$ cat config.mk
export PLATFORM = sky130hd
export DESIGN_NAME = memory_arbiter_flat
export DESIGN_NICKNAME = d
export VERILOG_FILES = /design/src/rtl/memory_arbiter_pkg.sv /design/src/rtl/memory_arbiter_if.sv /design/src/rtl/memory_arbiter_arb_select.sv /design/src/rtl/memory_arbiter.sv /design/src/flat_wrapper.sv
export SDC_FILE = /design/constraint.sdc
export NUM_CORES = 1
export LEC_CHECK = 0
export CAP_MARGIN = 15
export CELL_PAD_IN_SITES_DETAIL_PLACEMENT = 1
export CELL_PAD_IN_SITES_GLOBAL_PLACEMENT = 1
export CORE_MARGIN = 5
export CORE_UTILIZATION = 34
export DETAILED_ROUTE_END_ITERATION = 8
export GPL_TIMING_DRIVEN = 0
export PLACE_DENSITY = 0.83
export REMOVE_ABC_BUFFERS = 1
export SLEW_MARGIN = 20
export SYNTH_ARGS = -nofsm -noshare
export SYNTH_HDL_FRONTEND = slang
export SYNTH_HIERARCHICAL = 1
export SYNTH_SLANG_ARGS = --single-unit
$ cat constraint.sdc
create_clock -name clock -period 7.2 [get_ports clock]
set_input_delay 1.08 -clock clock [delete_from_list [all_inputs] [get_ports clock]]
set_output_delay 1.08 -clock clock [all_outputs]
set_load 0.02 [all_outputs]
$ cat src/rtl/memory_arbiter_pkg.sv
// -----------------------------------------------------------------------------
// memory_arbiter_pkg
// Shared definitions for the memory arbiter slice:
//   - FSM state encodings ARB_IDLE / ARB_ACCESS / ARB_RESP
//   - owner codes OWNER_CORE / OWNER_DEBUG
//   - the latched request record (owner, write, addr, wdata)
//   - pick_req(): selects the granted requester's fields into that record
// No ports (package).
// -----------------------------------------------------------------------------
package memory_arbiter_pkg;

  localparam int ADDR_W = 32;
  localparam int DATA_W = 32;

  // FSM state encodings
  localparam logic [1:0] ARB_IDLE   = 2'd0;
  localparam logic [1:0] ARB_ACCESS = 2'd1;
  localparam logic [1:0] ARB_RESP   = 2'd2;

  // Owner codes
  localparam logic OWNER_CORE  = 1'b0;
  localparam logic OWNER_DEBUG = 1'b1;

  // Copy of the winning request, frozen for the whole transaction
  typedef struct packed {
    logic              owner;
    logic              write;
    logic [ADDR_W-1:0] addr;
    logic [DATA_W-1:0] wdata;
  } mem_req_t;

  function automatic mem_req_t pick_req(
    input logic              who,
    input logic              c_write,
    input logic [ADDR_W-1:0] c_addr,
    input logic [DATA_W-1:0] c_wdata,
    input logic              d_write,
    input logic [ADDR_W-1:0] d_addr,
    input logic [DATA_W-1:0] d_wdata
  );
    mem_req_t r;
    r.owner = who;
    if (who == OWNER_DEBUG) begin
      r.write = d_write;
      r.addr  = d_addr;
      r.wdata = d_wdata;
    end else begin
      r.write = c_write;
      r.addr  = c_addr;
      r.wdata = c_wdata;
    end
    return r;
  endfunction

endpackage

$ cat src/rtl/memory_arbiter_if.sv
// -----------------------------------------------------------------------------
// memory_arbiter_if
// Bundles the two requester ports (core C, debug D) and the Memory port.
//   c_req/c_write/c_addr/c_wdata  requester -> arbiter   (core)
//   c_rdata/c_ready               arbiter -> requester   (core)
//   d_*                           same set for the debug/loader master
//   mem_addr/mem_wdata/mem_write/mem_read  arbiter -> Memory
//   mem_rdata                              Memory -> arbiter
// Modports:
//   slave  : the arbiter's view
//   master : the environment's view (requesters + Memory model)
//
// Handshake: a requester raises x_req together with x_write/x_addr/x_wdata and
// keeps them stable until x_ready. x_ready is a single-cycle completion pulse;
// x_rdata is valid while x_ready=1 and holds afterwards. The arbiter samples
// request fields only while idle, so changes after the grant have no effect.
// -----------------------------------------------------------------------------
interface memory_arbiter_if;
  import memory_arbiter_pkg::*;

  logic              c_req;
  logic              c_write;
  logic [ADDR_W-1:0] c_addr;
  logic [DATA_W-1:0] c_wdata;
  logic [DATA_W-1:0] c_rdata;
  logic              c_ready;

  logic              d_req;
  logic              d_write;
  logic [ADDR_W-1:0] d_addr;
  logic [DATA_W-1:0] d_wdata;
  logic [DATA_W-1:0] d_rdata;
  logic              d_ready;

  logic [ADDR_W-1:0] mem_addr;
  logic [DATA_W-1:0] mem_wdata;
  logic              mem_write;
  logic              mem_read;
  logic [DATA_W-1:0] mem_rdata;

  modport slave (
    input  c_req, c_write, c_addr, c_wdata,
    output c_rdata, c_ready,
    input  d_req, d_write, d_addr, d_wdata,
    output d_rdata, d_ready,
    output mem_addr, mem_wdata, mem_write, mem_read,
    input  mem_rdata
  );

  modport master (
    output c_req, c_write, c_addr, c_wdata,
    input  c_rdata, c_ready,
    output d_req, d_write, d_addr, d_wdata,
    input  d_rdata, d_ready,
    input  mem_addr, mem_wdata, mem_write, mem_read,
    output mem_rdata
  );

endinterface

$ cat src/rtl/memory_arbiter_arb_select.sv
// -----------------------------------------------------------------------------
// memory_arbiter_arb_select
// Combinational grant picker used by the arbiter while idle.
//   c_req, d_req  in   pending requests
//   last_owner    in   owner of the previous transaction
//   grant_valid   out  at least one request is pending
//   grant_owner   out  OWNER_CORE / OWNER_DEBUG
// Policy macro: ARB_ROUND_ROBIN_EN
//   defined   : on a tie the port that did not own the last transaction wins
//   undefined : fixed priority, the core wins every tie
// -----------------------------------------------------------------------------
module memory_arbiter_arb_select
  import memory_arbiter_pkg::*;
(
  input  logic c_req,
  input  logic d_req,
  input  logic last_owner,
  output logic grant_valid,
  output logic grant_owner
);

`ifdef ARB_ROUND_ROBIN_EN
  always_comb begin
    grant_valid = c_req | d_req;
    grant_owner = OWNER_CORE;
    if (c_req && d_req) begin
      // alternate on contention so neither side waits more than one transaction
      grant_owner = ~last_owner;
    end else if (d_req) begin
      grant_owner = OWNER_DEBUG;
    end
  end
`else
  // last_owner only matters for the rotating policy
  logic unused_last_owner;
  assign unused_last_owner = last_owner;

  always_comb begin
    grant_valid = c_req | d_req;
    grant_owner = OWNER_CORE;
    if (!c_req && d_req) begin
      grant_owner = OWNER_DEBUG;
    end
  end
`endif

endmodule

$ cat src/rtl/memory_arbiter.sv
// -----------------------------------------------------------------------------
// memory_arbiter
// Shares one unified Memory between the multicycle core (port C) and a
// debug/loader master (port D). Each access is arbitrated while idle, the
// winner's request is latched and driven to Memory for LATENCY cycles, and the
// read data is returned with a single-cycle ready pulse.
//
// Parameters:
//   LATENCY  Memory access cycles per transaction (1..15)
//   CNT_W    latency counter width (must hold LATENCY)
// Ports:
//   clock      in   rising-edge clock
//   reset      in   asynchronous active-high reset
//   bus        slave modport of memory_arbiter_if (requesters + Memory)
//   busy       out  1 while a transaction is in ACCESS or RESP
//   owner      out  0 = core, 1 = debug; owner of current/last transaction
//   dbg_state  out  FSM state (ARB_IDLE / ARB_ACCESS / ARB_RESP)
// Configuration macro: ARB_ROUND_ROBIN_EN (tie policy, see arb_select).
//
// Timing: request sampled in IDLE at edge 0, ACCESS occupies cycles
// 1..LATENCY, ready pulses in cycle LATENCY+1, IDLE again in LATENCY+2.
// -----------------------------------------------------------------------------
module memory_arbiter
  import memory_arbiter_pkg::*;
#(
  parameter int LATENCY = 2,
  parameter int CNT_W   = 4
) (
  input  logic             clock,
  input  logic             reset,
  memory_arbiter_if.slave  bus,
  output logic             busy,
  output logic             owner,
  output logic [1:0]       dbg_state
);

  localparam logic [CNT_W-1:0] LAST_CNT = CNT_W'(LATENCY - 1);

  logic [1:0]        state;
  logic [CNT_W-1:0]  cnt;
  mem_req_t          req_q;
  logic [DATA_W-1:0] c_rdata_q;
  logic [DATA_W-1:0] d_rdata_q;
  // last_owner resets to debug so the core wins the first tie; owner_valid
  // keeps the visible owner output at 0 until a transaction has been granted.
  logic              last_owner;
  logic              owner_valid;

  logic              grant_valid;
  logic              grant_owner;
  logic [DATA_W-1:0] resp_data;
  logic              in_access;

  memory_arbiter_arb_select u_arb_select (
    .c_req       (bus.c_req),
    .d_req       (bus.d_req),
    .last_owner  (last_owner),
    .grant_valid (grant_valid),
    .grant_owner (grant_owner)
  );

  // stores return zero data
  assign resp_data = req_q.write ? '0 : bus.mem_rdata;

  always_ff @(posedge clock or posedge reset) begin
    if (reset) begin
      state       <= ARB_IDLE;
      cnt         <= '0;
      req_q       <= '0;
      c_rdata_q   <= '0;
      d_rdata_q   <= '0;
      last_owner  <= OWNER_DEBUG;
      owner_valid <= 1'b0;
    end else begin
      case (state)
        ARB_IDLE: begin
          if (grant_valid) begin
            req_q       <= pick_req(grant_owner,
                                    bus.c_write, bus.c_addr, bus.c_wdata,
                                    bus.d_write, bus.d_addr, bus.d_wdata);
            last_owner  <= grant_owner;
            owner_valid <= 1'b1;
            cnt         <= '0;
            state       <= ARB_ACCESS;
          end
        end
        ARB_ACCESS: begin
          cnt <= cnt + 1'b1;
          if (cnt == LAST_CNT) begin
            // only the winner's data register moves; the loser's holds
            if (req_q.owner == OWNER_DEBUG) begin
              d_rdata_q <= resp_data;
            end else begin
              c_rdata_q <= resp_data;
            end
            state <= ARB_RESP;
          end
        end
        ARB_RESP: begin
          state <= ARB_IDLE;
        end
        default: begin
          state <= ARB_IDLE;
        end
      endcase
    end
  end

  // Memory side is driven only during ACCESS, so an async reset clears it at once
  assign in_access     = (state == ARB_ACCESS);
  assign bus.mem_addr  = in_access ? req_q.addr  : '0;
  assign bus.mem_wdata = in_access ? req_q.wdata : '0;
  assign bus.mem_read  = in_access & ~req_q.write;
  // a store is issued exactly once, on the first ACCESS cycle
  assign bus.mem_write = in_access & req_q.write & (cnt == '0);

  assign bus.c_ready = (state == ARB_RESP) && (req_q.owner == OWNER_CORE);
  assign bus.d_ready = (state == ARB_RESP) && (req_q.owner == OWNER_DEBUG);
  assign bus.c_rdata = c_rdata_q;
  assign bus.d_rdata = d_rdata_q;

  assign busy      = (state != ARB_IDLE);
  assign owner     = owner_valid ? last_owner : OWNER_CORE;
  assign dbg_state = state;

endmodule
$ cat src/flat_wrapper.sv
// flat-port wrapper written by rule: the top's interface ports become plain ports
module memory_arbiter_flat import memory_arbiter_pkg::*;
#(
  parameter int LATENCY = 2,
  parameter int CNT_W   = 4
)
  (clock, reset, busy, owner, dbg_state, bus_c_req, bus_c_write, bus_c_addr, bus_c_wdata, bus_c_rdata, bus_c_ready, bus_d_req, bus_d_write, bus_d_addr, bus_d_wdata, bus_d_rdata, bus_d_ready, bus_mem_addr, bus_mem_wdata, bus_mem_write, bus_mem_read, bus_mem_rdata);
  memory_arbiter_if bus_i ();
  input  logic clock;
  input  logic reset;
  output logic busy;
  output logic owner;
  output logic [1:0] dbg_state;
  input wire logic [$bits(bus_i.c_req)-1:0] bus_c_req;
  input wire logic [$bits(bus_i.c_write)-1:0] bus_c_write;
  input wire logic [$bits(bus_i.c_addr)-1:0] bus_c_addr;
  input wire logic [$bits(bus_i.c_wdata)-1:0] bus_c_wdata;
  output wire logic [$bits(bus_i.c_rdata)-1:0] bus_c_rdata;
  output wire logic [$bits(bus_i.c_ready)-1:0] bus_c_ready;
  input wire logic [$bits(bus_i.d_req)-1:0] bus_d_req;
  input wire logic [$bits(bus_i.d_write)-1:0] bus_d_write;
  input wire logic [$bits(bus_i.d_addr)-1:0] bus_d_addr;
  input wire logic [$bits(bus_i.d_wdata)-1:0] bus_d_wdata;
  output wire logic [$bits(bus_i.d_rdata)-1:0] bus_d_rdata;
  output wire logic [$bits(bus_i.d_ready)-1:0] bus_d_ready;
  output wire logic [$bits(bus_i.mem_addr)-1:0] bus_mem_addr;
  output wire logic [$bits(bus_i.mem_wdata)-1:0] bus_mem_wdata;
  output wire logic [$bits(bus_i.mem_write)-1:0] bus_mem_write;
  output wire logic [$bits(bus_i.mem_read)-1:0] bus_mem_read;
  input wire logic [$bits(bus_i.mem_rdata)-1:0] bus_mem_rdata;
  assign bus_i.c_req = bus_c_req;
  assign bus_i.c_write = bus_c_write;
  assign bus_i.c_addr = bus_c_addr;
  assign bus_i.c_wdata = bus_c_wdata;
  assign bus_c_rdata = bus_i.c_rdata;
  assign bus_c_ready = bus_i.c_ready;
  assign bus_i.d_req = bus_d_req;
  assign bus_i.d_write = bus_d_write;
  assign bus_i.d_addr = bus_d_addr;
  assign bus_i.d_wdata = bus_d_wdata;
  assign bus_d_rdata = bus_i.d_rdata;
  assign bus_d_ready = bus_i.d_ready;
  assign bus_mem_addr = bus_i.mem_addr;
  assign bus_mem_wdata = bus_i.mem_wdata;
  assign bus_mem_write = bus_i.mem_write;
  assign bus_mem_read = bus_i.mem_read;
  assign bus_i.mem_rdata = bus_mem_rdata;
  memory_arbiter #(.LATENCY(LATENCY), .CNT_W(CNT_W)) u_core (.clock(clock), .reset(reset), .bus(bus_i), .busy(busy), .owner(owner), .dbg_state(dbg_state));
endmodule
* Word-level counts from Yosys, hierarchy flattened
Cells that the tools add are included.
Operators by class: $add $sub $neg 1, $lt $le $gt $ge 0, reductions and logical operators 13, eq/ne operators 5, $mul 0, bitwise operators 6, divide/modulo/power cells 0, multiplexer cells 11, shifts and indexed selects 0
Operator list (number):
- 32-bit two-way mux | 3
- 65-bit two-way mux | 1
- 4-bit case mux with 2 select lines | 1
- 2-bit AND reduction | 3
- 3-bit AND reduction | 2
- 4-bit by 1-bit adder with 4-bit output, second input constant | 1
- 4-bit by 1-bit == test with 1-bit output, second input constant | 1
- 4-bit logical NOT | 1
- 2-bit two-way mux | 2
- 4-bit two-way mux | 1
- 2-bit case mux with 2 select lines | 1
- 2-bit nonzero test | 2
- 1-bit bitwise AND | 3
- 1-bit logical AND | 3
- 2-bit by 1-bit == test with 1-bit output, second input constant | 1
- 2-bit == test, second input constant | 1
- 2-bit logical NOT | 1
- 1-bit two-way mux | 2
- 2-bit by 1-bit != test with 1-bit output, second input constant | 1
- 2-bit != test, second input constant | 1
- 1-bit inverter | 2
- 1-bit logical NOT | 1
- 1-bit bitwise OR | 1
Word-level totals: memories kept 0, input port bits 166, register bits 138, memory bits (read-only) 0, RAM bits 0, output and inout bits 136, latch bits 0

* Logic depth before layout (Yosys ltp)
Gate-level depths: netlist (run 1).
depth after elaboration 4, mapped depth 7, depth with buffers taken out 5

* Modules after synthesis
The synthesis (run 1) kept the hierarchy.
Modules (own cells, without submodules):
- memory_arbiter | cells an instance 571, area an instance 6666.4 µm², times used 1
- memory_arbiter_arb_select | cells an instance 2, area an instance 12.5 µm², times used 1

* Least setup slack after synthesis (run 1)
Ideal clock, no wire load.
kind flip-flop to output port, start point reg u_core.state[0] (netlist: u_core/dbg_state[0]), end point out bus_mem_write, path buffers 2, slack 4.593 ns, cell stages (with the launch flop) 6, arrival 1.527 ns, data required time 6.120 ns, cells stage by stage dfrtp_1 -> nor2b_1 -> buf_6 -> clkbuf_2 -> nand3_1 -> nor3_1
Between the ends: cells in the longest elaborated chain, start to end 3
RTL lines:
- from (decl) | RTL line memory_arbiter.sv:39 | logic [1:0] state;
- from (signal assigned) | RTL line memory_arbiter.sv:67 | state <= ARB_IDLE;
- from (signal assigned) | RTL line memory_arbiter.sv:84 | state <= ARB_ACCESS;
- from (signal assigned) | RTL line memory_arbiter.sv:96 | state <= ARB_RESP;
- 2-bit by 1-bit == test with 1-bit output | RTL line memory_arbiter.sv:110 | assign in_access = (state == ARB_ACCESS);
- 1-bit bitwise AND (2 in series) | RTL line memory_arbiter.sv:115 | assign bus.mem_write = in_access & req_q.write & (cnt == '0);
- to (decl) | RTL line flat_wrapper.sv:28 | output wire logic [$bits(bus_i.mem_write)-1:0] bus_mem_write;
Every way passes these cells.

* Worst setup path after layout (run 1)
Same ends and word-level chain as after synthesis.

==> reports/results.tsv, run 1 <==
metric	value	unit
PostCTS Resize Cnt	0	
Post-Place Cell Area	0.00993	mm2
top post-synthesis cells by count	dfrtp_1, and2_1, nand2_1, mux2i_1, o21ai_1	
Yosys top cell by area	dfrtp_1	
postcts setup bufs	0	
wire per inst	18.5	um
TritonCTS clock tree	done	
worst slew pin tran	736	ps
crit share post-route	0.536	
Slew Limit Fails	0	
Primary FF master, synth	dfrtp_1	
Fillers	2049	
Core Area	0.0194	mm2
first-pass GRT wire length	32100	um
Clock Sinks	138	
Clock Tree Buf Depth	2	
RR Endpoint	u_core/bus.d_rdata[20]	
Slew headroom	0.508	
Mapped Area	0.00668	mm2
synth top area cells	dfrtp_1, mux2i_1, mux2_4, and2_1, nand2_1	
Layout Area Growth over Synthesis	57.6	%
Pwr Total	4.66	mW
DP HPWL	16100	um
latest clock arrival within the worst-skew pair	400	ps
DIE AREA	0.0225	mm2
Die H	150	um
MaxCap Viol Count	0	
largest net degree at the start of global routing	73	
Critical R2R Launch	u_core/dbg_state[0]	
Boundary Pins	302	
Leak Pwr	4.49	nW
worst hold path class	reg -> reg	
layout cells sized above 1	0.109	
Tmin final	3860	ps
register area share after synthesis	0.517	
reg2reg path depth	3	
Finished Layout Cells	1136	
hold_sp	u_core/owner_valid	
CP Capture Type	output port	
initial drt markers	218	
Root Driver	clkbuf_16	
Synth async-reset ratio	1.00	
Worst Hold Depth	1	
number of synthesized flops with an enable pin	0	
Syn Inst Count	573	
Worst setup SP type	flop	
CTS H-Tree Depth	4	
Worst Path Required	6120	ps
vias in the first global route	5638	
Arr. time, crit path	2780	ps
top cell type's share of synthesized area	0.513	
clock skew	8.38	ps
Antenna Cells	0	
Synth cell types	34	
Clock transition at path regs	60	ps
FF-to-FF setup slack	4760	ps
CTS buffer count	17	
Nets	1028	
RePlAce Congestion	0.728	
Vias/cell	4.59	
Pre-antenna DRT Iters	4	
run status	completed	
Final Hold Fails	0	
vias post-DR	5218	
fin area	0.0105	mm2
RSZ-0062 raised after global routing	no	
Power Dens Cells	443	mW/mm2
most frequent cell after synthesis	dfrtp_1	
#FFs+latches synth	138	
CP max FO	40	
PnR worst setup slack	3340	ps
FP Rows	51	
worst vdd ir	0.155	mV
total routed wirelength	21000	um
hold buffers post-CTS	0	
initial antenna violation count	0	
All-Layer GR Usage	0.184	
Hold Crit Endpoint	u_core/owner_valid	
placed insts	1105	
Max Fclk	259	MHz
Syn Area/Cell	11.7	um2
initial core utilization	0.344	
post-route ant nets	0	
Congestion Overflow GR	0	
DIE WIDTH	150	um
Place WS	3730	ps
Final setup viols	0	
drc violations	0	
YS warnings	6	
port bufs	301	
worst setup path category	reg -> out	
[per-layer routing]
layer  up-vias  GRT usage  share of wire
li1       2491          -              -
met1      2487      0.215           0.39
met2       229      0.313           0.48
met3        11     0.0882           0.12
met4         0     0.0325         0.0078
met5         -          0              0
[critical path, cell delays in order (launching register included)]
cell and delay [ps]:
dfrtp_1 480, nor2b_4 680, buf_12 270, nand3_1 100
nor3_1 190, clkdlybuf4s50_1 650
[placed cells by master (no fill, tap or decap), types with 4 or more instances in the layout]
| cell | instances |
|---|---|
| and2_1 | 66 |
| buf_12 | 5 |
| clkbuf_16 | 17 |
| clkdlybuf4s50_1 | 301 |
| dfrtp_1 | 136 |
| mux2_1 | 20 |
| mux2_2 | 14 |
| mux2_4 | 32 |
| mux2i_1 | 65 |
| nand2_1 | 66 |
| nand3_1 | 4 |
| nor2b_1 | 32 |
| o21ai_0 | 29 |
| o21ai_1 | 39 |
[flip-flops by register name, summed over array words and instances (netlist names)]
name / cells
u_core/req_q: 66
u_core/bus.c_rdata: 32
u_core/bus.d_rdata: 32
u_core/cnt: 4
u_core/dbg_state: 2
u_core/last_owner: 1
u_core/owner_valid: 1
[through the flow]
| step | TNS (ps) | utilization | hold WS [ps] |
|---|---|---|---|
| after floorplan | 0 | - | 426 |
| after global placement | -61730 | 0.503 | 443 |
| after detailed placement | 0 | 0.512 | 453 |
| after CTS | 0 | 0.543 | 468 |
| after global routing | 0 | 0.543 | 476 |
| final | 0 | 0.543 | 467 |
[how the worst max path moves through the flow]
| stage | cells past startpoint | start | slack (ps) | to |
|---|---|---|---|---|
| 6_report | 5 | u_core/dbg_state[0] | 3340 | bus_mem_write |
| 5_1_grt | 5 | u_core/dbg_state[0] | 3070 | bus_mem_write |
| 4_1_cts | 5 | u_core/dbg_state[0] | 3260 | bus_mem_write |
| 3_5_place_dp | 5 | u_core/dbg_state[0] | 3730 | bus_mem_write |
| 3_3_place_gp | 4 | bus_d_req | -1310 | u_core/req_q[44] |
| 2_1_floorplan | 3 | bus_c_req | 1190 | u_core/req_q[31] |
[final cells by class]
class	count	area (um2)	share of cell area
clock buffer	17	425	0.0404
clock inverter	14	171	0.0163
inverter	4	22.5	0.00214
multi-input combinational	390	2950	0.281
sequential	138	3460	0.328
tap	265	332	0.0315
timing repair buffer	308	3170	0.301
[kinds of logic after synthesis]
logic type	share of synthesized area
xor gates and xnor gates	0.00262
muxes	0.227
adders and majority gates	0.00562
DFF	0.517
and+or+nand+nor	0.153
AOI/OAI and AO/OA	0.0521
buffers and inverters	0.0431
[power by group]
part	internal [mW]	switching (mW)	total, mW
Combinational	1.18	1.22	2.40
Sequential	1.14	0.236	1.38
Clock	0.545	0.338	0.883
Total	2.87	1.79	4.66
Power figures use the tool's default switching activity.
==> run 2: changes to the inputs <==
CORE_UTILIZATION = 29   (was 34)
PLACE_DENSITY = 0.75   (was 0.83)
clock period = 3.5 ns   (was 7.2 ns; I/O delays follow)
==> run 2 against run 1 <==
  * Clock power rose by 120%
  * Utilization shrank 7.3 points
  * Critical path depth decreased by 1
  * First-iteration DRC count is 33% lower
  * Via count grew 0.67%
  * Sequential share of layout area fell by 0.32 points
  * Combinational power increased by 110%
  * Total power grew 110%
  * Critical path type unchanged
==> reports/results.tsv, run 2 (same netlist as run 1, synthesis figures left out) <==
metric	value	unit	change
run status	completed		
PnR worst setup slack	609	ps	-2730 ps
vias post-DR	5253		+0.67%
Power Dens Cells	918	mW/mm2	+110%
Clock Sinks	138		unchanged
initial core utilization	0.295		-0.0493
commonest non-fill, non-tap cell in the layout	clkdlybuf4s50_1		
Clock Tree Buf Depth	2		unchanged
Layout Area Growth over Synthesis	59.2	%	
max reg flops	66		unchanged
post-route ant nets	0		unchanged
FP Rows	55		+7.8%
Critical R2R Launch	u_core/dbg_state[0]		
PostCTS Resize Cnt	0		unchanged
Nets	1030		+0.19%
CP Capture Type	output port		
Final Hold Fails	0		unchanged
Arr. time, crit path	2370	ps	-410 ps
crit share post-route	0.826		
layout cells sized above 1	0.111		+0.00191
postcts setup bufs	0		unchanged
register area	0.00346	mm2	unchanged
Tmin final	2890	ps	
port bufs	301		unchanged
largest net degree at the start of global routing	82		+12%
multi-input logic area	0.00295	mm2	unchanged
RR Endpoint	u_core/bus.d_rdata[20]		
hold buffers post-CTS	0		unchanged
FF-to-FF setup slack	1230	ps	-3530 ps
Core Area	0.0226	mm2	+17%
Place WS	896	ps	-2840 ps
RSZ-0062 raised after global routing	no		
CTS H-Tree Depth	4		unchanged
vias in the first global route	5677		+0.69%
Worst Hold Depth	2		+1
Biggest register	u_core/req_q		
Worst Path Required	2970	ps	-3150 ps
first-pass GRT wire length	32300	um	+0.71%
Die H	162	um	+7.7%
Final setup viols	0		unchanged
Leak Pwr	4.53	nW	+0.93%
total routed wirelength	21000	um	-0.16%
CP max FO	40		unchanged
Hold Crit Endpoint	u_core/req_q[48]		
MaxCap Viol Count	0		unchanged
Vias/cell	4.53		-1.3%
TritonCTS clock tree	done		
RePlAce Congestion	0.737		+1.2%
worst hold path class	reg -> reg		
worst vdd ir	0.370	mV	+140%
DP HPWL	16000	um	-0.82%
Congestion Overflow GR	0		unchanged
reg2reg path depth	4		+1
DIE AREA	0.0262	mm2	+16%
Worst setup SP type	flop		
worst setup path category	reg -> out		
clock skew	8.73	ps	+0.344 ps
hold_sp	u_core/req_q[48]		
Boundary Pins	302		unchanged
most frequent cells in the layout	clkdlybuf4s50_1, dfrtp_1, nand2_1, and2_1, mux2i_1		
DIE WIDTH	162	um	+7.7%
Clock transition at path regs	70	ps	about the same
drc violations	0		unchanged
CTS buffer count	17		unchanged
Slew headroom	0.561		+0.0525
Slew Limit Fails	0		unchanged
Fillers	2424		+18%
initial drt markers	146		-33%
Pre-antenna DRT Iters	4		unchanged
Antenna Cells	0		unchanged
All-Layer GR Usage	0.158		-0.0265
latest clock arrival within the worst-skew pair	410	ps	about the same
Root Driver	clkbuf_16		
Max Fclk	346	MHz	
Util after Layout	0.470		-0.0731
worst slew pin tran	659	ps	-77.1 ps
initial antenna violation count	0		unchanged
wire per inst	18.1	um	-2.1%
-- run 2: how the worst max path moves through the flow --
stage                              startpoint                end  slack, ps  cells after the start
after CTS                 u_core/dbg_state[0]  bus_mem_wdata[11]        550                      4
after global placement              bus_d_req   u_core/req_q[33]      -4640                      4
after detailed placement            bus_c_req   u_core/req_q[44]        900                      6
after global routing      u_core/dbg_state[0]  bus_mem_wdata[11]        470                      4
after floorplan                     bus_c_req   u_core/req_q[31]      -1950                      3
final                     u_core/dbg_state[0]  bus_mem_wdata[11]        610                      4
-- run 2: worst max-delay path, stage by stage (launching register included) --
cell and delay [ps]:
dfrtp_1 490, nor2b_4 390, buf_12 230, and2_1 190, clkdlybuf4s50_1 630
-- run 2: metal layers --
metal | vias up | GRT usage | wire length (um)
li1 | 2491 | - | -
met1 | 2520 | 0.189 | 8830
met2 | 229 | 0.259 | 9720
met3 | 13 | 0.0756 | 2310
met4 | 0 | 0.0346 | 159
met5 | - | 0 | 0
-- run 2: area by class of cell --
class / instances / area share
multi-input combinational: 390 / 0.278
inverter: 4 / 0.00212
clock inverter: 13 / 0.0168
timing repair buffer: 310 / 0.303
sequential: 138 / 0.325
clock buffer: 19 / 0.0417
tap: 285 / 0.0335
-- run 2: power by group --
group	total, mW	switching (mW)	internal, mW
registers	2.80	0.455	2.35
logic	5.04	2.54	2.50
clock network	1.92	0.755	1.16
-- run 2: stage by stage --
stage | instance area (um2) | total power [mW] | TNS (ps) | std cells | hold slack, ps
floorplan | 6410 | 5.38 | -228400 | 532 | 426
global placement | 9780 | 7.82 | -980930 | 1118 | 442
detailed placement | 10000 | 7.96 | 0 | 1127 | 461
CTS | 10600 | 9.95 | 0 | 1159 | 475
global route | 10600 | 10.4 | 0 | 1159 | 487
finish | 10600 | 9.76 | 0 | 1159 | 470
